==> config.mk <==
export PLATFORM = sky130hd
export DESIGN_NAME = ring8_phase_monitor_flat
export DESIGN_NICKNAME = d
export VERILOG_FILES = /design/src/rtl/ring8_phase_monitor_if.sv /design/src/rtl/ring8_phase_monitor.sv /design/src/flat_wrapper.sv
export SDC_FILE = /design/constraint.sdc
export NUM_CORES = 1
export LEC_CHECK = 0
export ABC_CLOCK_PERIOD_IN_PS = 5400
export CORE_MARGIN = 1
export CORE_UTILIZATION = 54
export CTS_CLUSTER_SIZE = 20
export DETAILED_ROUTE_END_ITERATION = 10
export GPL_TIMING_DRIVEN = 0
export PLACE_DENSITY = 0.79
export SYNTH_ARGS = -nofsm -noshare
export SYNTH_HDL_FRONTEND = slang
export SYNTH_SLANG_ARGS = --single-unit
==> constraint.sdc <==
create_clock -name CLK -period 5.4 [get_ports CLK]
set_clock_uncertainty 0.15 [all_clocks]
set_input_delay 1.35 -clock CLK [delete_from_list [all_inputs] [get_ports CLK]]
set_output_delay 1.35 -clock CLK [all_outputs]
set_load 0.005 [all_outputs]
==> src/rtl/ring8_phase_monitor_if.sv <==
// Bundle between the 8-stage ring-counter phase monitor and its consumers
// (TDM slot logic and status block).
interface ring8_phase_monitor_if #(
   parameter int REV_WIDTH = 16
);
   logic [7:0]           PHASE;
   logic                 ERR_CLR;
   logic [2:0]           SLOT;
   logic                 SLOT_VALID;
   logic                 WRAP;
   logic [REV_WIDTH-1:0] REVS;
   logic                 ERR;
   logic [1:0]           ERR_CODE;

   modport master (
      output PHASE, ERR_CLR,
      input  SLOT, SLOT_VALID, WRAP, REVS, ERR, ERR_CODE
   );

   modport slave (
      input  PHASE, ERR_CLR,
      output SLOT, SLOT_VALID, WRAP, REVS, ERR, ERR_CODE
   );
endinterface

==> src/rtl/ring8_phase_monitor.sv <==
// Locks onto a one-hot ring-counter phase, encodes the slot, counts revolutions and
// flags ring corruption. Define RING8_MON_STALL_TOL_EN to accept a held ring in LOCK.
module ring8_phase_monitor #(
   parameter int REV_WIDTH    = 16,
   parameter int SYNC_TIMEOUT = 16
) (
   input logic CLK,
   input logic RESET,
   ring8_phase_monitor_if.slave mon
);

   typedef enum logic {SYNC, LOCK} state_t;

   localparam logic [1:0] CODE_ZERO  = 2'b01;
   localparam logic [1:0] CODE_MULTI = 2'b10;
   localparam logic [1:0] CODE_SEQ   = 2'b11;

   function automatic logic [3:0] popCount(input logic [7:0] p);
      logic [3:0] c;
      c = 4'd0;
      for (int i = 0; i < 8; i++) c = c + {3'b000, p[i]};
      return c;
   endfunction

   function automatic logic [2:0] slotIndex(input logic [7:0] p);
      logic [2:0] idx;
      idx = 3'd0;
      for (int i = 0; i < 8; i++) if (p[i]) idx = 3'(i);
      return idx;
   endfunction

   function automatic logic [7:0] satInc(input logic [7:0] t);
      return (t == 8'hFF) ? t : t + 8'd1;
   endfunction

   state_t               state_p1;
   logic [7:0]           lastQ_p1;
   logic [7:0]           tcnt_p1;
   logic [2:0]           slot_p1;
   logic                 slotValid_p1;
   logic                 wrap_p1;
   logic [REV_WIDTH-1:0] revs_p1;
   logic                 err_p1;
   logic [1:0]           errCode_p1;

   logic       isZero, isMulti, isOneHot, stallOk;
   logic [7:0] expected;
   logic       errFlag;
   logic [1:0] newCode;

   assign isZero   = (mon.PHASE == 8'h00);
   assign isMulti  = (popCount(mon.PHASE) > 4'd1);
   assign isOneHot = !isZero && !isMulti;
   assign expected = {lastQ_p1[6:0], lastQ_p1[7]};

`ifdef RING8_MON_STALL_TOL_EN
   assign stallOk = (mon.PHASE == lastQ_p1);
`else
   assign stallOk = 1'b0;
`endif

   always_comb begin
      errFlag = 1'b0;
      newCode = 2'b00;
      case (state_p1)
         SYNC: begin
            // Illegal samples in SYNC only count toward the timeout.
            if (!isOneHot && (satInc(tcnt_p1) == 8'(SYNC_TIMEOUT))) begin
               errFlag = 1'b1;
               newCode = isZero ? CODE_ZERO : CODE_MULTI;
            end
         end
         LOCK: begin
            if (isZero) begin
               errFlag = 1'b1;
               newCode = CODE_ZERO;
            end else if (isMulti) begin
               errFlag = 1'b1;
               newCode = CODE_MULTI;
            end else if ((mon.PHASE != expected) && !stallOk) begin
               errFlag = 1'b1;
               newCode = CODE_SEQ;
            end
         end
         default: ;
      endcase
   end

   // Registered stage: FSM, slot/revolution tracking and sticky error.
   always_ff @(posedge CLK) begin
      if (RESET) begin
         state_p1     <= SYNC;
         lastQ_p1     <= 8'h00;
         tcnt_p1      <= 8'h00;
         slot_p1      <= 3'd0;
         slotValid_p1 <= 1'b0;
         wrap_p1      <= 1'b0;
         revs_p1      <= '0;
         err_p1       <= 1'b0;
         errCode_p1   <= 2'b00;
      end else begin
         wrap_p1 <= 1'b0;
         case (state_p1)
            SYNC: begin
               if (isOneHot) begin
                  state_p1     <= LOCK;
                  slot_p1      <= slotIndex(mon.PHASE);
                  slotValid_p1 <= 1'b1;
                  lastQ_p1     <= mon.PHASE;
                  tcnt_p1      <= 8'h00;
               end else begin
                  tcnt_p1 <= errFlag ? 8'h00 : satInc(tcnt_p1);
               end
            end
            LOCK: begin
               if (errFlag) begin
                  state_p1     <= SYNC;
                  slotValid_p1 <= 1'b0;
                  tcnt_p1      <= 8'h00;
               end else if (mon.PHASE == expected) begin
                  slot_p1  <= slotIndex(mon.PHASE);
                  lastQ_p1 <= mon.PHASE;
                  if (lastQ_p1 == 8'h80) begin
                     wrap_p1 <= 1'b1;
                     revs_p1 <= revs_p1 + 1'b1;
                  end
               end
            end
            default: state_p1 <= SYNC;
         endcase

         // A fresh error beats a simultaneous clear; otherwise the first code is kept.
         if (errFlag) begin
            err_p1 <= 1'b1;
            if (!err_p1 || mon.ERR_CLR) errCode_p1 <= newCode;
         end else if (mon.ERR_CLR) begin
            err_p1     <= 1'b0;
            errCode_p1 <= 2'b00;
         end
      end
   end

   assign mon.SLOT       = slot_p1;
   assign mon.SLOT_VALID = slotValid_p1;
   assign mon.WRAP       = wrap_p1;
   assign mon.REVS       = revs_p1;
   assign mon.ERR        = err_p1;
   assign mon.ERR_CODE   = errCode_p1;

endmodule

==> src/flat_wrapper.sv <==
// flat-port wrapper written by rule: the top's interface ports become plain ports
module ring8_phase_monitor_flat 
#(
   parameter int REV_WIDTH    = 16,
   parameter int SYNC_TIMEOUT = 16
)
  (CLK, RESET, mon_PHASE, mon_ERR_CLR, mon_SLOT, mon_SLOT_VALID, mon_WRAP, mon_REVS, mon_ERR, mon_ERR_CODE);
  ring8_phase_monitor_if #(.REV_WIDTH(REV_WIDTH)) mon_i ();
  input logic CLK;
  input logic RESET;
  input wire logic [$bits(mon_i.PHASE)-1:0] mon_PHASE;
  input wire logic [$bits(mon_i.ERR_CLR)-1:0] mon_ERR_CLR;
  output wire logic [$bits(mon_i.SLOT)-1:0] mon_SLOT;
  output wire logic [$bits(mon_i.SLOT_VALID)-1:0] mon_SLOT_VALID;
  output wire logic [$bits(mon_i.WRAP)-1:0] mon_WRAP;
  output wire logic [$bits(mon_i.REVS)-1:0] mon_REVS;
  output wire logic [$bits(mon_i.ERR)-1:0] mon_ERR;
  output wire logic [$bits(mon_i.ERR_CODE)-1:0] mon_ERR_CODE;
  assign mon_i.PHASE = mon_PHASE;
  assign mon_i.ERR_CLR = mon_ERR_CLR;
  assign mon_SLOT = mon_i.SLOT;
  assign mon_SLOT_VALID = mon_i.SLOT_VALID;
  assign mon_WRAP = mon_i.WRAP;
  assign mon_REVS = mon_i.REVS;
  assign mon_ERR = mon_i.ERR;
  assign mon_ERR_CODE = mon_i.ERR_CODE;
  ring8_phase_monitor #(.REV_WIDTH(REV_WIDTH), .SYNC_TIMEOUT(SYNC_TIMEOUT)) u_core (.CLK(CLK), .RESET(RESET), .mon(mon_i));
endmodule
==> impl_metrics.yaml, run 1 <==
clock_tree:
  tritoncts: "yes"
  ctsHoldBuffers: 0
  cts-buffers-inserted: 5
  htreeDepth: 2
  cts_root_buf: "clkbuf_8"
  cts_sinks: 41
  cts.clk_slew.worst_paths_ns: 0.08
  clock_path_buffers: 2
  clock_latency_ns: 0.29
place:
  portBuffers: 34
  dpl.cell_count: 367
  finalWeightedCongestion: 0.868
  dpl.hpwl_um: 3730
power_and_ir_drop:
  power_mw: 0.833
  clockPowerShare_pct: 28.9
  p_comb_share_pct: 27.9
  p_seq_share_pct: 43.2
  powerDensity_mw_per_mm2: 296
  intPower_mw: 0.569
  p_leak_nw: 1.04
  peakVddDrop_mv: 0.288
  swShare_pct: 31.7
  p_sw_mw: 0.264
hold_path:
  hp-class: "reg -> reg"
routing:
  wire_per_inst_um: 13.8
  drc: 0
  ant_nets: 0
  routed_wl_um: 5200
  vias: 2184
  vias_per_cell: 5.78
  firstDrtPassIters: 5
  drt_iter0_markers: 113
finish:
  nFillCells: 361
  layout_commonest_cell: "dfxtp_1"
  num_antenna_cells: 0
  final_cell_mix: "41 x dfxtp_1, 30 x a21oi_1, 30 x clkdlybuf4s50_1, 27 x nand2_1, 18 x nor2_1"
  final_cell_count_no_fill: 378
  regArea_sq_um: 821
  areaGrowthSynthToFinish_pct: 24.4
  drive_above_1_share_pct: 7.93
  multi_input_area_sq_mm: 0.00132
  nets: 349
synthesis:
  netlist_instances: 283
  ys_ff_latch: 41
  synth_edf_count: 0
  syn_nets: 304
  synth_cell_types: 45
  ys.warnings.count: 0
  synth-main-ff-cell: "dfxtp_1"
  avgSynthCellArea_sq_um: 8.00
  async_reset_ff_share_pct: 0
  synth-seq-area-share_pct: 36.3
  syn-cell-area_sq_mm: 0.00226
critical_path:
  critPathLaunch: "mon_PHASE[1]"
  cp_data_required_time_ns: 5.48
  crit_path_end_kind: "flip-flop"
  r2r_slack_ns: 2.88
  reg2reg_depth: 9
  arrival_ns: 5.18
  timing.critical_path.to: "u_core.mon.REVS[12]$_SDFFE_PP0P_"
  reg2reg_from: "u_core.tcnt_p1[0]$_SDFFE_PP0P_"
  critPathKind: "in -> reg"
  r2r_end: "u_core.tcnt_p1[0]$_SDFFE_PP0P_"
  worst-path-max-fanout: 10
  startpoint_type: "primary input"
global_routing:
  antenna_found_initial: 0
  first_global_vias: 1965
  grt_remaining_overflow: 0
  grt_max_degree: 13
  grt_pass1_wl_um: 8720
  grt_usage_pct: 25.9
floorplan:
  die_x_um: 66.7
  start_util_pct: 56.6
  die-area_sq_mm: 0.00445
  rows: 23
  pin_count: 35
  core_sq_mm: 0.00400
  fp.dieH_um: 66.7
sta:
  drv_slew: 0
  worst_slew_pin_slew_ns: 0.578
  min_period_ns: 5.10
  timing.slew.headroom_pct: 61.3
  setup_violations: 0
  rsz0062_at_grt: "false"
  fin_crit_sh_pct: 94.5
  hold_viol: 0
  max_freq_ghz: 0.196
run:
  drv_cap: 0
run_status:
  outcome: "completed"
-- worst min-delay path by stage --
| stage | depth (start not counted) | slack, ns | from | end |
|---|---|---|---|---|
| after floorplan | 2 | 0.31 | u_core.lastQ_p1[7]$_SDFFE_PP0P_ | u_core.lastQ_p1[7]$_SDFFE_PP0P_ |
| after global placement | 2 | 0.31 | u_core.mon.REVS[15]$_SDFFE_PP0P_ | u_core.mon.REVS[15]$_SDFFE_PP0P_ |
| after detailed placement | 1 | 0.32 | u_core.mon.ERR_CODE[0]$_SDFFE_PP0P_ | u_core.mon.ERR_CODE[0]$_SDFFE_PP0P_ |
| after CTS | 2 | 0.34 | u_core.lastQ_p1[7]$_SDFFE_PP0P_ | u_core.lastQ_p1[7]$_SDFFE_PP0P_ |
| after global routing | 1 | 0.36 | u_core.mon.ERR_CODE[0]$_SDFFE_PP0P_ | u_core.mon.ERR_CODE[0]$_SDFFE_PP0P_ |
| final | 2 | 0.34 | u_core.lastQ_p1[7]$_SDFFE_PP0P_ | u_core.lastQ_p1[7]$_SDFFE_PP0P_ |
-- routing by layer --
layer | GRT usage, % | routed length, um | vias up
li1 | - | - | 1097
met1 | 32.6 | 2380 | 1038
met2 | 43.3 | 2550 | 44
met3 | 6.16 | 228 | 5
met4 | 7.98 | 48 | 0
met5 | 0 | 0 | -
-- metrics by stage --
step,worst slack (ns),area [sq um],util [%],hold slack [ns],TNS [ns]
2_1_floorplan,0.355,2260,-,0.307,0
3_3_place_gp,-0.625,2670,66.7,0.310,-15.00
3_5_place_dp,-0.662,2670,66.7,0.318,-17.32
4_1_cts,0.0363,2790,69.7,0.336,0
5_1_grt,0.0656,2820,70.4,0.361,0
6_report,0.298,2820,70.4,0.336,0
-- logic make-up (layout without fill, tap and decap cells) --
family | after synthesis | in the layout | synth area share, %
mux | 1 | 1 | 0.442
xor+xnor | 12 | 12 | 4.64
buf+inv | 32 | 77 | 5.64
flops | 41 | 41 | 36.3
simple gates | 115 | 115 | 27.6
compound gates | 72 | 72 | 18.6
fa+ha+maj | 10 | 10 | 6.85
-- cells in the mapped netlist (all sizes together), types with 2 or more instances --
cell type  instances  area share (%)
and3               5             1.6
o22ai              2            0.55
nand2b             3            0.83
inv               16             2.7
and2               3            0.83
xnor2             11             4.3
nand3             13             2.9
ha                 6             3.3
a21o               4             1.3
nor3              10             2.4
nor4               4             1.8
clkbuf            10             1.7
nand2             27             4.5
a21oi             31             6.9
dfxtp             41              36
nor2              19             3.2
a31oi              9             2.5
or3               12             3.3
a211oi             5             1.7
or2                2            0.55
nand4             10             3.0
buf                6             1.3
and4               2            0.77
o21ai             14             3.1
fa                 4             3.5
-- power groups by stage --
stage	Combinational [mW]	Clock (mW)	Sequential [mW]
floorplan	0.156	0	0.360
global placement	0.221	0	0.364
detailed placement	0.226	0	0.365
CTS	0.229	0.243	0.358
global route	0.259	0.254	0.363
finish	0.233	0.241	0.359
-- worst max-delay path, stage by stage --
cell and delay [ns]:
clkbuf_2 0.15, inv_1 0.06, ha_1 0.26, inv_1 0.04, fa_1 0.49, fa_1 0.41, inv_1 0.08, fa_1 0.20
inv_1 0.06, fa_1 0.48, and4bb_2 0.25, a21oi_2 0.10, nor4_4 0.36, nand4_1 0.21, buf_6 0.19, or3_1 0.34
a21oi_1 0.14
-- sequential cells by signal (all words and copies together) (netlist names) --
register               cells
u_core.tcnt_p1             8
u_core.mon.ERR_CODE        2
u_core.lastQ_p1            8
u_core.mon.ERR             1
u_core.mon.SLOT_VALID      1
u_core.mon.SLOT            3
u_core.mon.WRAP            1
u_core.mon.REVS           16
u_core.state_p1            1
-- area by class of cell --
cell class,count,area share [%]
clock buffer,5,2.44
inverter,16,2.13
timing repair buffer,38,13.0
multi-input combinational,210,46.9
buffer,16,2.93
tap,50,2.22
sequential,41,29.1
clock inverter,2,1.24
-- repair_timing --
item | CTS | global route
gates cloned | 0 | 0
setup endpoints to repair | 25 | 24
pin swaps | 1 | 3
gates resized for setup | 3 | 14
hold endpoints to repair | 0 | 0
buffers inserted | 2 | 2
Note: power is estimated with default switching activity, not from simulation.
==> inputs of run 2 (changes only) <==
CORE_UTILIZATION = 50   (was 54)
PLACE_DENSITY = 0.74   (was 0.79)
SLEW_MARGIN = 10   (was default)
==> impl_metrics.yaml, run 2 (synthesis gave the netlist of run 1 again) <==
run_status:
  outcome: "completed"
place:
  finalWeightedCongestion: 0.871
  dp_slack_ns: -0.650
  portBuffers: 34
  dpl.cell_count: 369
  dpl.hpwl_um: 3720
  placed_area_sq_mm: 0.00267
sta:
  min_period_ns: 5.13
  finalSetupTns_ns: 0
  hold_viol: 0
  setup_violations: 0
  drv_slew: 0
  timing.slew.headroom_pct: 55.8
  worst_slew_pin_slew_ns: 0.660
  max_freq_ghz: 0.195
  fin_crit_sh_pct: 95.0
  rsz0062_at_grt: "false"
  setup_slack_ns: 0.272
global_routing:
  grt_pass1_wl_um: 9160
  antenna_found_initial: 0
  first_global_vias: 2054
  grt_max_degree: 13
  grt_remaining_overflow: 0
  grt_usage_pct: 23.0
critical_path:
  cp_data_required_time_ns: 5.47
  worst-path-max-fanout: 10
  crit_path_end_kind: "flip-flop"
  startpoint_type: "primary input"
  critPathKind: "in -> reg"
  arrival_ns: 5.20
power_and_ir_drop:
  swShare_pct: 31.4
  clockPowerShare_pct: 28.7
  p_comb_share_pct: 27.9
  p_seq_share_pct: 43.3
  intPower_mw: 0.569
  powerDensity_mw_per_mm2: 296
  p_leak_nw: 1.03
  peakVddDrop_mv: 0.215
  p_sw_mw: 0.260
finish:
  nets: 348
  design_area_sq_mm: 0.00280
  fin_util_pct: 64.3
  final_cell_count_no_fill: 379
  drive_above_1_share_pct: 7.34
  layout_commonest_cell: "dfxtp_1"
  areaGrowthSynthToFinish_pct: 23.7
  final_cell_mix: "41 x dfxtp_1, 30 x a21oi_1, 30 x clkdlybuf4s50_1, 27 x nand2_1, 19 x nor2_1"
  largest_reg_flops: 16
  num_antenna_cells: 0
floorplan:
  start_util_pct: 52.0
  die_x_um: 69.3
  rows: 24
  core_sq_mm: 0.00435
  die-area_sq_mm: 0.00480
  fp.dieH_um: 69.3
  pin_count: 35
routing:
  drt_iter0_markers: 103
  routed_wl_um: 5150
  vias: 2175
  ant_nets: 0
  firstDrtPassIters: 4
  drc: 0
  wire_per_inst_um: 13.6
  vias_per_cell: 5.74
clock_tree:
  tritoncts: "yes"
  clock_latency_ns: 0.29
  cts.clk_slew.worst_paths_ns: 0.08
  cts-buffers-inserted: 5
  htreeDepth: 2
  clock_path_buffers: 2
  cts_sinks: 41
  cts_root_buf: "clkbuf_8"
hold_path:
  hp-class: "reg -> reg"
run:
  drv_cap: 0
-- run 2: cell types whose count changed in the layout (fill, tap and decap cells not counted) --
cell,delta
nor2_2,-1
nor2_1,+1
buf_6,-2
buf_4,+1
buf_2,+1
clkbuf_4,-1
-- run 2: area by class of cell --
class                   count  area [sq um]
fillers                   385          1560
multi-input cells         210          1320
flip-flops and latches     41           821
repair buffers             37           358
plain buffers              16          72.6
clock buffers               5          68.8
well taps                  52          65.1
inverters                  16          60.1
clock inverters             2          35.0
-- run 2: power by group through the flow --
stage / registers [mW] / logic, mW / clock network [mW]
2_1_floorplan: 0.360 / 0.156 / 0
3_3_place_gp: 0.366 / 0.221 / 0
3_5_place_dp: 0.366 / 0.226 / 0
4_1_cts: 0.359 / 0.231 / 0.242
5_1_grt: 0.364 / 0.264 / 0.258
6_report: 0.360 / 0.232 / 0.238
-- run 2: path summary, 6_finish.rpt --
| check | from | end | slack, ns | cells past startpoint |
|---|---|---|---|---|
| worst min-delay path | u_core.lastQ_p1[7]$_SDFFE_PP0P_ | u_core.lastQ_p1[7]$_SDFFE_PP0P_ | 0.33 | 2 |
| worst max register to register | u_core.tcnt_p1[0]$_SDFFE_PP0P_ | u_core.mon.ERR_CODE[1]$_SDFFE_PP0P_ | 2.87 | 9 |
| worst max-delay path | mon_PHASE[1] | u_core.mon.REVS[11]$_SDFFE_PP0P_ | 0.27 | 17 |
| worst min register to register | u_core.lastQ_p1[7]$_SDFFE_PP0P_ | u_core.lastQ_p1[7]$_SDFFE_PP0P_ | 0.33 | 2 |
-- run 2: layer usage --
metal,vias to the layer above,routed length [um],GRT usage (%)
li1,1093,-,-
met1,1019,2510,30.9
met2,59,2370,36.7
met3,4,223,5.38
met4,0,42,7.26
met5,-,0,0
-- run 2: repair_timing --
item | in CTS | in global routing
pin swaps | 3 | 2
setup endpoints to repair | 24 | 26
hold buffers | 0 | 0
resized for setup | 5 | 6
buffers inserted | 3 | 0
-- run 2: stage by stage --
stage               hold WS [ns]  total power, mW
global placement           0.313            0.586
global route               0.360            0.885
CTS                        0.335            0.832
finish                     0.335            0.829
floorplan                  0.307            0.516
detailed placement         0.320            0.592
-- run 2: critical path, stage by stage --
cell,delay (ns)
clkbuf_2,0.15
inv_1,0.06
ha_1,0.27
inv_1,0.04
fa_1,0.49
fa_1,0.40
inv_1,0.07
fa_1,0.19
inv_1,0.06
fa_1,0.48
and4bb_2,0.25
a21oi_2,0.10
nor4_4,0.36
nand4_2,0.20
buf_4,0.22
or3_1,0.35
a21oi_1,0.14
